File: src/rtl/gate_sequencer.sv
`default_nettype none
// ============================================================================
// Module   : gate_sequencer
// Purpose  : Synthesizable self-test sequencer for a 2-input combinational
//            gate. On a start request it applies all four input vectors
//            (00, 01, 10, 11), holds each for HOLD_CYCLES+1 cycles, samples
//            the gate output in the last cycle of each vector and compares
//            it with TRUTH_TABLE. It then reports a per-vector fail mask and
//            an overall pass flag.
// Ports    : clk          - system clock, rising edge
//            rst          - asynchronous active-high reset
//            start        - run request, accepted only while idle
//            a_o, b_o     - gate inputs under test
//            s_i          - gate output (sampled directly)
//            busy         - run in progress (acceptance through DONE)
//            vec_idx      - index {a_o,b_o} of the applied vector
//            done         - one-cycle end-of-run pulse
//            result_valid - results below belong to a completed run
//            pass         - last run had no mismatches
//            fail_mask    - bit i set when vector i mismatched
// Revision : 1.0 - initial release
// ============================================================================
module gate_sequencer #(
  parameter int         HOLD_CYCLES = 4,
  parameter logic [3:0] TRUTH_TABLE = 4'b1000
) (
  input  logic       clk,
  input  logic       rst,
  input  logic       start,
  output logic       a_o,
  output logic       b_o,
  input  logic       s_i,
  output logic       busy,
  output logic [1:0] vec_idx,
  output logic       done,
  output logic       result_valid,
  output logic       pass,
  output logic [3:0] fail_mask
);

  // Hold counter counts HOLD_CYCLES-1 down to 0, so it needs enough bits
  // for HOLD_CYCLES-1 and at least one bit.
  localparam int CNT_W = (HOLD_CYCLES > 1) ? $clog2(HOLD_CYCLES) : 1;
  localparam logic [CNT_W-1:0] RELOAD = CNT_W'(HOLD_CYCLES - 1);

  generate
    if (HOLD_CYCLES < 1) begin : g_bad_hold
      $error("gate_sequencer: HOLD_CYCLES must be >= 1");
    end
  endgenerate

  typedef enum logic [1:0] {
    S_IDLE   = 2'd0,
    S_APPLY  = 2'd1,
    S_SAMPLE = 2'd2,
    S_DONE   = 2'd3
  } state_t;

  state_t           state_q, state_d;
  logic [CNT_W-1:0] cnt_q, cnt_d;
  logic [1:0]       vec_q, vec_d;
  logic [3:0]       mask_q, mask_d;      // working mismatch mask
  logic             a_q, a_d;
  logic             b_q, b_d;
  logic             busy_q, busy_d;
  logic             done_q, done_d;
  logic             rv_q, rv_d;
  logic             pass_q, pass_d;
  logic [3:0]       fm_q, fm_d;

  logic             w_mismatch;
  logic [3:0]       w_mask_upd;
  logic [1:0]       w_vec_next;

  // Mismatch of the vector currently held; only consumed in SAMPLE.
  assign w_mismatch = s_i ^ TRUTH_TABLE[vec_q];
  assign w_mask_upd = mask_q | ({3'b000, w_mismatch} << vec_q);
  assign w_vec_next = vec_q + 2'd1;

  // Every output is a register; the next-state logic computes the output
  // values for the state being entered so they line up with the state.
  always_comb begin
    state_d = state_q;
    cnt_d   = cnt_q;
    vec_d   = vec_q;
    mask_d  = mask_q;
    a_d     = a_q;
    b_d     = b_q;
    busy_d  = busy_q;
    done_d  = 1'b0;
    rv_d    = rv_q;
    pass_d  = pass_q;
    fm_d    = fm_q;

    case (state_q)
      S_IDLE: begin
        a_d    = 1'b0;
        b_d    = 1'b0;
        vec_d  = 2'd0;
        busy_d = 1'b0;
        if (start) begin
          state_d = S_APPLY;
          cnt_d   = RELOAD;
          mask_d  = 4'b0000;
          rv_d    = 1'b0;
          pass_d  = 1'b0;
          busy_d  = 1'b1;
        end
      end

      S_APPLY: begin
        if (cnt_q == '0) begin
          state_d = S_SAMPLE;
        end else begin
          cnt_d = cnt_q - CNT_W'(1);
        end
      end

      S_SAMPLE: begin
        mask_d = w_mask_upd;
        if (vec_q == 2'd3) begin
          // The final vector's result is folded in on the same edge that
          // publishes the results.
          state_d = S_DONE;
          vec_d   = 2'd0;
          a_d     = 1'b0;
          b_d     = 1'b0;
          done_d  = 1'b1;
          fm_d    = w_mask_upd;
          pass_d  = (w_mask_upd == 4'b0000);
          rv_d    = 1'b1;
        end else begin
          state_d = S_APPLY;
          vec_d   = w_vec_next;
          cnt_d   = RELOAD;
          a_d     = w_vec_next[1];
          b_d     = w_vec_next[0];
        end
      end

      S_DONE: begin
        // start is not looked at here, so a held start is accepted in the
        // IDLE cycle that follows.
        state_d = S_IDLE;
        busy_d  = 1'b0;
      end

      default: begin
        state_d = S_IDLE;
      end
    endcase
  end

  always_ff @(posedge clk or posedge rst) begin
    if (rst) begin
      state_q <= S_IDLE;
      cnt_q   <= '0;
      vec_q   <= 2'd0;
      mask_q  <= 4'b0000;
      a_q     <= 1'b0;
      b_q     <= 1'b0;
      busy_q  <= 1'b0;
      done_q  <= 1'b0;
      rv_q    <= 1'b0;
      pass_q  <= 1'b0;
      fm_q    <= 4'b0000;
    end else begin
      state_q <= state_d;
      cnt_q   <= cnt_d;
      vec_q   <= vec_d;
      mask_q  <= mask_d;
      a_q     <= a_d;
      b_q     <= b_d;
      busy_q  <= busy_d;
      done_q  <= done_d;
      rv_q    <= rv_d;
      pass_q  <= pass_d;
      fm_q    <= fm_d;
    end
  end

  assign a_o          = a_q;
  assign b_o          = b_q;
  assign busy         = busy_q;
  assign vec_idx      = vec_q;
  assign done         = done_q;
  assign result_valid = rv_q;
  assign pass         = pass_q;
  assign fail_mask    = fm_q;

endmodule
`default_nettype wire

File: config.mk
export PLATFORM = sky130hd
export DESIGN_NAME = gate_sequencer
export DESIGN_NICKNAME = d
export VERILOG_FILES = /design/src/rtl/gate_sequencer.sv
export SDC_FILE = /design/constraint.sdc
export NUM_CORES = 1
export LEC_CHECK = 0
export CAP_MARGIN = 20
export CORE_MARGIN = 2
export CORE_UTILIZATION = 45
export CTS_CLUSTER_SIZE = 20
export DETAILED_ROUTE_END_ITERATION = 16
export PLACE_DENSITY = 0.73
export SLEW_MARGIN = 20
export SYNTH_ARGS = -nofsm -noshare
export SYNTH_HDL_FRONTEND = slang
export SYNTH_SLANG_ARGS = --single-unit
File: constraint.sdc
create_clock -name clk -period 1.6 [get_ports clk]
set_clock_uncertainty 0.05 [all_clocks]
set_input_delay 0.24 -clock clk [delete_from_list [all_inputs] [get_ports clk]]
set_output_delay 0.24 -clock clk [all_outputs]
set_load 0.1 [all_outputs]
==> flow_metrics.py <==
metrics = {
    "outcome": {
        "outcome": "finished clean",
    },
    "global_route": {
        "groute.usage.overall": 0.1721,
        "grt_antenna_before_repair": 0,
        "grt-ovfl-total": 0,
        "grt_start_max_net_pins": 19,
        "first_pass_grt_wire_length_mm": 3.187,
        "number_of_global_route_vias_before_repair": 722,
    },
    "synth": {
        "synth_xor_xnor_area_share": 0.009669,
        "synthArstFlopShare": 1.000,
        "yosysMostFrequentCell": "dfrtp_1",
        "synth-compound-area-share": 0.1796,
        "synth.top_cells.by_area": "dfrtp_1 50%, ha_1 8.3%, o21ai_0 6.1%, nand2_1 4.6%, o31ai_1 3.3%",
        "synth.cells.most_frequent": "18 x dfrtp_1, 11 x nand2_1, 11 x o21ai_0",
        "yosysUniqueCellTypes": 28,
        "post_synthesis_instance_total": 90,
        "synth_edf_count": 0,
        "adder_and_majority_gate_portion_of_the_synthesized_area": 0.08287,
        "postSynth.topFlopCell": "dfrtp_1",
        "synth_seq_cells": 18,
        "yosysWarningCount": 0,
        "syn_avg_cell_area_sq_um": 10.07,
        "combinational_family_with_the_most_area_after_synthesis": "compound AO/OA/AOI/OAI gates",
        "synth_simple_gate_area_frac": 0.1450,
        "dominant_cell_type_by_area_after_synthesis": "dfrtp_1",
        "mux_cell_area_share_after_synthesis": 0.03591,
        "netlist_area_pre_place_sq_um": 905.9,
        "postSynthNetCount": 100,
        "netlist.area_leader.share": 0.4972,
        "synth_sequential_area_ratio": 0.4972,
    },
    "timing": {
        "maxSlewHeadroom": 0.8180,
        "setup_tns_ns": 0,
        "maximum_clock_frequency_mhz": 652.7,
        "final.period_utilization": 0.9576,
        "report.final.slew_viol_count": 0,
        "min_period_ns": 1.532,
        "report.final.hold_viol_count": 0,
        "rsz0062_at_grt": "no",
        "timing.final.setup_violations": 0,
        "worst-slew-pin-transition_ns": 0.2728,
    },
    "die": {
        "dieArea_sq_mm": 0.002388,
        "die_width_microns": 48.87,
        "floorplan.initialDensity": 0.4714,
        "placement_rows": 16,
        "die_h_microns": 48.87,
        "number_of_top_level_pins": 16,
        "core_region_area_sq_mm": 0.001922,
    },
    "layout": {
        "n_antenna_cell": 0,
        "nNetsFinal": 125,
        "drive_above_1_share": 0.3186,
        "signed_area_change_from_the_synthesized_netlist_to_the_final_layout_pct": 45.44,
        "final.fill_count": 144,
    },
    "critical_path": {
        "critical_path.cell_chain": "buf_4 -> ha_1 -> nand2_4 -> inv_1 -> o41a_1",
        "criticalPathCategory": "reg -> reg",
        "crit_end": "state_q[1]",
        "r2r-end": "state_q[1]",
        "worst-path-max-fanout": 9,
        "required_ns": 1.73,
        "critPathArrivalTime_ns": 1.67,
        "launching_element_type_of_the_critical_path": "register",
        "setup.worst_path.end_class": "register",
        "crit-reg2reg-launch": "state_q[1]",
        "crit_start": "state_q[1]",
        "timing.critical_path.slowest_cell_delay_ns": 0.40,
        "timing.reg2reg.setup_slack_ns": 0.07,
        "crit_slowest_cell": "dfrtp_1",
        "reg2reg_path_depth": 5,
    },
    "clocking": {
        "h_tree_levels": 1,
        "cts.hold.buffers_added": 0,
        "tritoncts_clock_tree": "done",
        "postCtsResizedCells": 0,
        "cts_inserted_buffers": 3,
        "post-cts-setup-buffer-count": 0,
        "clk_pin_slew_ns": 0.10,
        "clock_tree.buffer_depth": 2,
        "tritoncts_num_sinks": 18,
        "clockRootBuffer": "clkbuf_4",
        "worst_skew_pair.late_latency_ns": 0.30,
    },
    "drt": {
        "drt_wl_total_mm": 1.834,
        "drtAntennaViolNets": 0,
        "viasPerCell": 5.236,
        "num_vias": 733,
        "detail_route.iter0.violations": 15,
        "wl_met1_microns": 832,
        "drt_drc_violations_left": 0,
        "wl_per_cell_microns": 13.10,
        "route.met2.wl_microns": 877,
        "drt_first_pass_iters": 4,
        "detailroute.wirelength.met3_microns": 111,
        "maxUsedRoutingLayer": "met4",
    },
    "worst_hold_path": {
        "path_class_of_the_lowest_slack_min_delay_path": "in -> async",
    },
    "flow_run": {
        "max_cap_violations": 0,
    },
    "placement": {
        "hpwlAfterDp_mm": 1.380,
        "place.port_buffers": 15,
        "routabilityCongestion": 0.7862,
    },
}
## flip-flops by register name (all words and copies together) (netlist names)
name and cells:
cnt_q 2, busy 1, b_o 1, a_o 1, fail_mask 4, result_valid 1
state_q 2, done 1, mask_q 4, pass 1
## worst max-delay path, delay by kind of cell (launching register included)
kind	cells	cell delay, ns
AOI/OAI and AO/OA	1	0.38
adders and majority gates	1	0.22
buffers and inverters	2	0.25
DFF	1	0.40
and+or+nand+nor	1	0.12
## area by class of cell
class / count / area (sq um) / area share
inverters: 7 / 26.28 / 0.01994
repair buffers: 23 / 330.3 / 0.2507
clock buffers: 3 / 22.52 / 0.01709
multi-input cells: 62 / 446.7 / 0.3390
well taps: 27 / 33.78 / 0.02564
flip-flops and latches: 18 / 457.9 / 0.3476
## layer usage
| layer | vias up | GRT usage |
|---|---|---|
| met5 | - | 0 |
| met4 | 0 | 0.04286 |
| met3 | 4 | 0.06135 |
| met2 | 25 | 0.2877 |
| met1 | 341 | 0.2116 |
| li1 | 363 | - |
## cell families after synthesis
group / Yosys count
xor+xnor: 1
buf+inv: 10
fa+ha+maj: 6
compound gates: 26
simple gates: 26
flops: 18
mux: 3
## per-stage QoR
step	instance area (sq um)	utilization	hold WS (ns)	worst slack, ns	cells
final	1318	0.6855	0.1921	0.06780	140
after global routing	1318	0.6855	0.2068	0.01422	140
after CTS	1294	0.6732	0.1952	0.007467	140
after detailed placement	1271	0.6615	0.4547	-0.04940	137
after global placement	1271	0.6615	0.4365	-0.005659	137
after floorplan	925.9	-	0.1286	0.007411	90
## layout by cell type (no fill, tap or decap), types with 3 or more instances in the layout
cell / synthesis / final
inv_1: 7 / 5
o31ai_1: 4 / 4
clkdlybuf4s50_1: 0 / 3
nor2_1: 6 / 6
ha_1: 6 / 4
nand2_1: 11 / 11
o21ai_0: 11 / 11
dfrtp_1: 18 / 16
clkbuf_4: 0 / 3
buf_12: 0 / 12
buf_4: 2 / 8
## worst min-delay path by stage
stage / endpoint / slack (ns)
after CTS: a_o / 0.20
after global routing: state_q[0] / 0.21
after global placement: cnt_q[1] / 0.44
after detailed placement: cnt_q[1] / 0.45
final: a_o / 0.19
after floorplan: a_o / 0.13
Power is left out: the tool's default activity adds up to more than one toggle a clock period on the data nets, which glitch-free logic cannot reach.
